## src/rtl/mem_arbiter_ctrl.sv

```systemverilog
// Arbitrates icache and dcache requests onto a single-port RAM, holding the grant for a
// requester's whole access and trapping RAM errors or stalled accesses into a sticky fault.
module mem_arbiter_ctrl #(
    parameter int unsigned TIMEOUT = 64,
    parameter int unsigned CNT_W   = 7
) (
    input  logic        CLK,
    input  logic        nRST,
    input  logic        iREN,
    input  logic [31:0] iaddr,
    output logic        iwait,
    output logic [31:0] iload,
    input  logic        dREN,
    input  logic        dWEN,
    input  logic [31:0] daddr,
    input  logic [31:0] dstore,
    output logic        dwait,
    output logic [31:0] dload,
    output logic        ramREN,
    output logic        ramWEN,
    output logic [31:0] ramaddr,
    output logic [31:0] ramstore,
    input  logic [31:0] ramload,
    input  logic [1:0]  ramstate,
    output logic        err
);

    typedef enum logic [1:0] {
        IDLE   = 2'd0,
        DGRANT = 2'd1,
        IGRANT = 2'd2,
        FAULT  = 2'd3
    } state_t;

    localparam logic [1:0]       RAM_ACCESS = 2'd2;
    localparam logic [1:0]       RAM_ERROR  = 2'd3;
    localparam logic             GRANT_I    = 1'b0;
    localparam logic             GRANT_D    = 1'b1;
    localparam logic [CNT_W-1:0] CNT_LAST   = CNT_W'(TIMEOUT - 1);

    state_t           state;
    state_t           state_nxt;
    logic             last_grant;
    logic             last_grant_nxt;
    logic [CNT_W-1:0] cnt;
    logic [CNT_W-1:0] cnt_nxt;

    logic d_req;
    logic ram_access;
    logic ram_error;
    logic timed_out;

    assign d_req      = dREN | dWEN;
    assign ram_access = (ramstate == RAM_ACCESS);
    assign ram_error  = (ramstate == RAM_ERROR);
    assign timed_out  = (cnt == CNT_LAST) && !ram_access;

    // State, round-robin history, stall counter and sticky fault flag
    always_ff @(posedge CLK or negedge nRST) begin
        if (!nRST) begin
            state      <= IDLE;
            last_grant <= GRANT_I;
            cnt        <= '0;
            err        <= 1'b0;
        end else begin
            state      <= state_nxt;
            last_grant <= last_grant_nxt;
            cnt        <= cnt_nxt;
            err        <= err | (state_nxt == FAULT);
        end
    end

    // Next-state: grant selection, grant release and fault detection
    always_comb begin
        state_nxt      = state;
        last_grant_nxt = last_grant;
        cnt_nxt        = cnt;
        case (state)
            IDLE: begin
                cnt_nxt = '0;
                // On contention the side that was not served last wins
                if (d_req && (!iREN || (last_grant == GRANT_I))) begin
                    state_nxt = DGRANT;
                end else if (iREN) begin
                    state_nxt = IGRANT;
                end
            end
            DGRANT: begin
                if (ram_error) begin
                    state_nxt = FAULT;
                end else if (!d_req) begin
                    state_nxt      = IDLE;
                    last_grant_nxt = GRANT_D;
                    cnt_nxt        = '0;
                end else if (ram_access) begin
                    cnt_nxt = '0;
                end else if (timed_out) begin
                    state_nxt = FAULT;
                end else begin
                    cnt_nxt = cnt + CNT_W'(1);
                end
            end
            IGRANT: begin
                if (ram_error) begin
                    state_nxt = FAULT;
                end else if (!iREN || ram_access) begin
                    state_nxt      = IDLE;
                    last_grant_nxt = GRANT_I;
                    cnt_nxt        = '0;
                end else if (timed_out) begin
                    state_nxt = FAULT;
                end else begin
                    cnt_nxt = cnt + CNT_W'(1);
                end
            end
            FAULT: begin
                state_nxt = FAULT;
            end
            default: begin
                state_nxt = FAULT;
            end
        endcase
    end

    // Outputs: RAM side follows the owner's request, waits release only on the owner's ACCESS
    always_comb begin
        iwait    = 1'b1;
        dwait    = 1'b1;
        iload    = ramload;
        dload    = ramload;
        ramREN   = 1'b0;
        ramWEN   = 1'b0;
        ramaddr  = '0;
        ramstore = '0;
        case (state)
            DGRANT: begin
                ramaddr  = daddr;
                ramstore = dstore;
                ramWEN   = dWEN;
                ramREN   = dREN & ~dWEN;
                dwait    = !ram_access;
            end
            IGRANT: begin
                ramaddr = iaddr;
                ramREN  = iREN;
                iwait   = !ram_access;
            end
            default: begin
            end
        endcase
    end

endmodule

```

## config.mk

```make
export PLATFORM = sky130hd
export DESIGN_NAME = mem_arbiter_ctrl
export DESIGN_NICKNAME = d
export VERILOG_FILES = /design/src/rtl/mem_arbiter_ctrl.sv
export SDC_FILE = /design/constraint.sdc
export NUM_CORES = 1
export LEC_CHECK = 0
export CORE_AREA = 2 2 103 105
export CTS_BUF_LIST = sky130_fd_sc_hd__clkbuf_8
export DETAILED_ROUTE_END_ITERATION = 8
export DIE_AREA = 0 0 105 107
export GPL_TIMING_DRIVEN = 0
export PLACE_DENSITY = 0.78
export SYNTH_ARGS = -nofsm -noshare
export SYNTH_HDL_FRONTEND = slang
export SYNTH_SLANG_ARGS = --single-unit
```

## constraint.sdc

```tcl
create_clock -name CLK -period 1.85 [get_ports CLK]
set_input_delay 0.2775 -clock CLK [delete_from_list [all_inputs] [get_ports CLK]]
set_output_delay 0.2775 -clock CLK [all_outputs]
set_load 0.05 [all_outputs]
```

## Yosys cells after proc, flatten, opt, wreduce, memory -nomap -nowiden

Index checks and enable logic that the tools add are counted.

- $mul: 0
- Add/sub/neg operators: 1
- Equal/unequal tests: 11
- $lt $le $gt $ge: 0
- Multiplexer cells: 27
- Reduce and logical (&&, ||, !) cells: 11
- Div/mod/pow operators: 0
- Bitwise operators: 5
- Shift-type cells: 0

Operators with widths:

| kind | number |
|---|---|
| one-hot mux 32 bit (2 select lines) | 1 |
| two-way mux 7 bit | 6 |
| two-way mux 32 bit | 1 |
| one-hot mux 7 bit (3 select lines) | 1 |
| two-way mux 2 bit | 8 |
| == test 2 bit (second input constant) | 5 |
| inequality test 2 bit (second input constant) | 4 |
| one-hot mux 2 bit (4 select lines) | 1 |
| adder 7 x 1 -> 7 bit (second input constant) | 1 |
| == test 7 x 6 -> 1 bit (second input constant) | 1 |
| two-way mux 1 bit | 7 |
| AND reduction 5 bit | 1 |
| one-hot mux 1 bit (2 select lines) | 2 |
| AND reduction 3 bit | 1 |
| nonzero test 3 bit | 1 |
| == test 2 x 1 -> 1 bit (second input constant) | 1 |
| logical AND 1 bit | 2 |
| zero test 1 bit | 2 |
| zero test 2 bit | 1 |
| logical OR 1 bit | 2 |
| inverter 1 bit | 2 |
| bitwise OR 1 bit | 2 |
| nonzero test 2 bit | 1 |
| AND 1 bit | 1 |

- Word-level logic and storage cells: 59
- Memory bits (writable): 0
- Memory bits (read-only): 0
- Bits in registers: 11
- Memories kept: 0
- Output and inout bits: 133
- Bits in latches: 0

## Longest topological paths before layout

Gate-level depths: netlist (run 1).

- Word-level depth: 10
- Gate-level depth with buffers: 8
- Gate-level depth less buffers: 6

## Worst setup path before layout (run 1)

Ideal clock, no wire load.

- Path type: register to output
- From: register state[1]
- To: output port ramREN
- Required time: 1.572 ns
- Data arrival time: 1.933 ns
- Slack: -0.360 ns
- Stages on the path, launching flop included: 7
- Buffers on the path: 2
- Path through: dfrtp_1 > inv_1 > ha_1 > buf_2 > clkbuf_1 > nand3b_1 > a21oi_1

- Longest elaborated chain between the ends: 2
- Elaborated cells between the ends (all ways): 3
- Classes of those cells: eq/ne: 2; mux: 1

Ends and longest elaborated chain:

| what | RTL line | source |
|---|---|---|
| from (decl) | 41 | `state_t state;` |
| from (signal assigned) | 66 | `state <= state_nxt;` |
| == test 2 bit or == test 2 x 1 -> 1 bit (tied branches) | 135 | `case (state)` |
| one-hot mux 1 bit (2 select lines) (*) | 135 |  |
| to (decl) | 19 | `output logic ramREN,` |

Every way passes the cells marked *; elsewhere a longest branch is shown, timed or not.

## Worst setup path in the final report (run 1)

Ends and elaborated chain as after synthesis.

==> qor.yml, run 1 <==
post-route-cell-area_mm2: 0.00530
num_io_pins: 268
cts_buffers: 3
seq_area_um2: 278
yosys.area_share.xor_xnor: 0
cts_hold_buf: 0
die_w_um: 105
antenna_found_initial: 0
cts_root_buf: "clkbuf_8"
finalHoldViolCount: 0
multi_input_area_mm2: 0.00140
insertion_delay_ns: 0.24
crit_path_top_delay_cell: "dfrtp_2"
grt-ovfl-total: 0
ir_drop_uv: 612
synth_cells: 255
core_mm2: 0.0101
setup.worst_path.class: "flop to output port"
n_antenna_cell: 0
max_cap_violations: 0
period_share: 1.04
timing.final.ws_setup_ns: -0.0757
syn-num-nets: 395
grt.total_usage: 0.164
synthTopCellsByArea: "buf_4 (26%), dfrtp_1 (15%), a22oi_1 (13%), and2_1 (11%), nor2_1 (7.3%)"
gp_congestion: 0.838
synth.most_common_cell: "buf_4"
leakage_nw: 2.17
tightest_slew_ns: 0.523
cts_buffer_depth: 2
setup_tns_ns: -1.95
yosysWarnings: 0
synth_fa_ha_area_frac: 0.0340
min_path_type: "input port to asynchronous set/reset pin"
violations: "setup timing"
drt-initial-drc-count: 97
wl_per_cell_um: 16.4
fin_nets: 646
cts_tree: "built"
ant_nets: 0
cp.arrival_ns: 1.65
r2r_slack_ns: -0.06
die_h_um: 107
grt_setup_unrepaired: "yes"
finalPower_mw: 6.89
drive_gt1_frac: 0.533
area_growth_pct: 188
portBuffers: 235
dpl.hpwl_mm: 8.27
place_ws_ns: -1.06
setup_violations: 53
slew_violations: 0
seq_area_frac_synth: 0.149
fin_util: 0.525
cp.required_ns: 1.57
synth_commonest_cells: "buf_4 (65), nor2_1 (36), and2_1 (33)"
place_area_mm2: 0.00449
synthArstFlopShare: 1.00
period_needed_ns: 1.93
htreeDepth: 1
synth.distinct_cells: 35
critPathLaunchType: "flop"
drc: 0
endpoint_kind: "output port"
die_area_mm2: 0.0112
cp_cell_sequence: "inv_4 > ha_4 > buf_12 > buf_8 > nand3b_1 > a21oi_2 > buf_6"
synth_top_area_frac: 0.265
grt_pass1_wl_mm: 14.8
clock_skew_ns: 0.00312
synth_compound_area_frac: 0.238
num_rows: 37
path_clk_slew_ns: 0.05
grt_max_degree: 12
crit_fanout: 8
status: "finished with violations"
grt_pass1_vias: 2869
synth-main-ff-cell: "dfrtp_1"
synth-seq-cells: 11
wirelength_mm: 10.5
power.density_mw_per_mm2: 1300
yosysTopAreaCell: "buf_4"
vias: 2787
max-slew-margin-rel: 0.650
final.fill_count: 889
synth_mux_area_frac: 0.00543
synth_enable_flop_cells: 0
initial_core_util: 0.182
first_pass_iters: 4
synth_top_family_by_area: "buffers and inverters"
slowest_delay_ns: 0.46
vias_per_cell: 4.35
synth_area_mm2: 0.00184
clkSinkCount: 11
avgSynthCellArea_um2: 7.22
fmax_mhz: 519
yosys.area_share.simple: 0.253
-- registers in the layout (all words and copies together), names as in the netlist --
register / flops
last_grant: 1
cnt: 7
state: 2
err: 1
-- through the flow --
step	hold WS, ns	std cells
CTS	0.393	636
finish	0.388	641
detailed placement	0.512	626
global route	0.443	641
global placement	0.500	626
floorplan	-0.0181	255
-- critical path: cells and delay by family (launching register included) --
kind                     cells  cell delay, ns
buffers and inverters        4            0.52
AND/OR/NAND/NOR              1            0.10
flip-flops                   1            0.46
adder cells (fa/ha/maj)      1            0.14
AO/OA/AOI/OAI                1            0.19
-- layer usage --
layer  global-route usage  wire [um]  vias to the layer above
li1                     -          -                     1310
met1                0.185       3930                     1314
met2                0.320       5780                      149
met3               0.0280        675                       14
met4               0.0333        150                        0
met5                    0          0                        -
-- report_power, final --
group | switching (mW) | internal (mW)
Clock | 0.0902 | 0.146
Combinational | 3.65 | 2.65
Sequential | 0.0592 | 0.292
Total | 3.80 | 3.09
-- cell families (layout without fill, tap and decap cells) --
kind of cell / after synthesis / in the layout
simple gates: 88 / 88
compound gates: 61 / 61
fa+ha+maj: 5 / 5
mux: 1 / 1
buf+inv: 89 / 339
flops: 11 / 11
-- placed cells by master (no fill, tap or decap), types with 2 or more instances in the layout --
cell type          n
nand2_1            6
clkbuf_16          6
o21ai_0            6
and2_1            12
nand3_1            2
inv_4              2
clkbuf_4           2
a22oi_1            5
ha_1               2
a22oi_2           27
a21oi_2            4
and2_4            21
o311ai_4           2
nor2_1             3
ha_4               3
inv_1              6
clkbuf_8           5
dfrtp_1            9
clkdlybuf4s50_1  167
or4_4              2
buf_4             77
dfrtp_2            2
buf_6             46
o31ai_1            3
nor4_4             2
a21oi_1            4
nor2_2            33
o21ai_1            2
buf_8             25
-- layout make-up --
class | instances | area share
Clock inverter | 1 | 0.000708
Tap cell | 136 | 0.0321
Inverter | 8 | 0.00803
Clock buffer | 3 | 0.00779
Sequential cell | 11 | 0.0524
Timing Repair Buffer | 246 | 0.490
Buffer | 81 | 0.144
Multi-Input combinational cell | 155 | 0.265
-- final timing paths --
kind,start,endpoint,cells after the start
worst max-delay path,state[1],ramREN,7
worst min-delay path,nRST,cnt[4],1
worst max register to register,state[1],cnt[3],7
worst min register to register,last_grant,last_grant,2
max in group asynchronous,nRST,state[0],1
min in group CLK,last_grant,last_grant,2
-- timing repair --
action                                  in CTS  in global routing
endpoints found under the setup margin      77                 78
pin swaps                                    5                 14
gates cloned                                 1                  2
setup buffers                                5                  3
resized for setup                          547                 67
(Power assumes the default switching activity.)
==> run 2, diff against run 1 <==
--- a/config.mk
+++ b/config.mk
@@ -11,6 +11,7 @@
 export DIE_AREA = 0 0 105 107
 export GPL_TIMING_DRIVEN = 0
 export PLACE_DENSITY = 0.78
+export REMOVE_ABC_BUFFERS = 1
 export SYNTH_ARGS = -nofsm -noshare
 export SYNTH_HDL_FRONTEND = slang
 export SYNTH_SLANG_ARGS = --single-unit
==> qor.yml, run 2 (same netlist as run 1, synthesis figures left out) <==
cp.arrival_ns: 1.69
num_rows: 37
top_register: "cnt"
rr_endpoint: "cnt[4]"
clockPowerShare: 0.039
final_cell_mix: "clkdlybuf4s50_1 (101), buf_6 (63), nor2_1 (29)"
vias: 2519
insertion_delay_ns: 0.25
place_area_mm2: 0.00319
setup_tns_ns: -3.14
drt-initial-drc-count: 109
swShare: 0.556
clock_skew_ns: 0.00697
slowest_delay_ns: 0.40
cts_buffers: 3
slew_violations: 0
grt-ovfl-total: 0
max-slew-margin-rel: 0.630
ir_drop_uv: 739
drive_gt1_frac: 0.443
grt_setup_unrepaired: "yes"
period_needed_ns: 1.97
p_int_mw: 2.89
antenna_found_initial: 0
share_seq_of_total_power: 0.053
core_mm2: 0.0101
die_area_mm2: 0.0112
clkSinkCount: 11
cts_tree: "built"
n_antenna_cell: 0
finalHoldViolCount: 0
vias_per_cell: 4.83
grt.total_usage: 0.185
ant_nets: 0
reg2reg_depth: 8
wirelength_mm: 12.4
period_share: 1.06
cp.required_ns: 1.57
finalPower_mw: 6.52
endpoint_kind: "output port"
area_growth_pct: 123
power_frac_comb: 0.909
dpl.hpwl_mm: 8.13
final.fill_count: 1023
post-route-cell-area_mm2: 0.00411
grt_max_degree: 39
layout_commonest_cell: "clkdlybuf4s50_1"
seq_area_um2: 277
status: "finished with violations"
die_w_um: 105
gp_congestion: 0.772
fin_nets: 527
initial_core_util: 0.182
wl_per_cell_um: 23.8
power.density_mw_per_mm2: 1590
timing.final.ws_setup_ns: -0.117
portBuffers: 171
setup.worst_path.class: "flop to output port"
htreeDepth: 1
grt_pass1_vias: 2467
r2r_slack_ns: -0.11
crit_path_top_delay_cell: "dfrtp_1"
num_io_pins: 268
cts_buffer_depth: 2
crit_fanout: 9
reg.largest.list: "cnt: 7 flops, state: 2 flops"
setup_violations: 47
cp_cell_sequence: "inv_2 > ha_4 > buf_12 > buf_16 > a22oi_2 > nor2_2 > buf_6"
drc: 0
p_switching_mw: 3.63
path_clk_slew_ns: 0.06
tightest_slew_ns: 0.553
min_path_type: "input port to asynchronous set/reset pin"
grt_pass1_wl_mm: 15.5
largest_reg_flops: 7
die_h_um: 107
r2r-start: "state[1]"
max_cap_violations: 0
fmax_mhz: 508
leakage_nw: 1.64
cts_root_buf: "clkbuf_8"
critPathLaunchType: "flop"
violations: "setup timing"
first_pass_iters: 6
multi_input_area_mm2: 0.00128
[run 2: cell count changes in the layout (fill, tap and decap cells not counted), sizes merged]
cell,before,now
clkdlybuf4s50,167,101
clkbuf,13,12
dlygate4sd2,0,2
clkinvlp,0,1
buf,150,94
clkinv,0,1
inv,9,8
nand2,8,9
[run 2: worst max-delay path by stage]
stage | from | depth (start not counted) | to
2_1_floorplan | state[1] | 4 | ramREN
3_3_place_gp | state[1] | 5 | ramREN
3_5_place_dp | state[0] | 5 | ramREN
4_1_cts | state[1] | 7 | ramaddr[11]
5_1_grt | state[1] | 7 | ramaddr[20]
6_report | state[1] | 7 | ramaddr[11]
[run 2: power groups by stage]
stage | Combinational (mW) | Sequential [mW] | Clock (mW)
floorplan | 2.55 | 0.343 | 0
global placement | 3.97 | 0.329 | 0
detailed placement | 4.06 | 0.334 | 0
CTS | 4.68 | 0.329 | 0.244
global route | 6.16 | 0.348 | 0.265
finish | 5.92 | 0.343 | 0.252
[run 2: layout make-up]
| cell class | instances | area share |
|---|---|---|
| repair inverters | 1 | 0.00213 |
| repair buffers | 206 | 0.555 |
| clock inverters | 1 | 0.000913 |
| flip-flops and latches | 11 | 0.0673 |
| multi-input cells | 156 | 0.313 |
| clock buffers | 3 | 0.0100 |
| inverters | 8 | 0.0107 |
| well taps | 136 | 0.0414 |
[run 2: what timing repair did]
action,CTS,global route
cloned,2,7
pin swaps,8,29
setup buffers,17,11
endpoints found under the setup margin,79,74
hold buffers,0,0
gates resized for setup,431,142
[run 2: stage by stage]
stage                      util  worst slack, ns  cells  hold WS [ns]
after floorplan               -           -0.971    174       -0.0181
after global routing      0.407           -0.167    522         0.434
after global placement    0.314            -1.94    481         0.502
after CTS                 0.344          -0.0946    505         0.403
after detailed placement  0.316            -1.38    482         0.502
final                     0.407           -0.117    522         0.386
[run 2: worst max-delay path: cells and delay by family, from the launching register on]
family	cells	cell delay (ns)
AND/OR/NAND/NOR	1	0.19
AO/OA/AOI/OAI	1	0.06
buffers and inverters	4	0.58
flip-flops	1	0.40
adder cells (fa/ha/maj)	1	0.20
[run 2: routing by layer]
layer / global-route usage / part of all wire
met3: 0.126 / 0.14
met5: 0.0524 / 0.0040
met2: 0.259 / 0.41
met1: 0.237 / 0.44
met4: 0.0143 / 0.0085
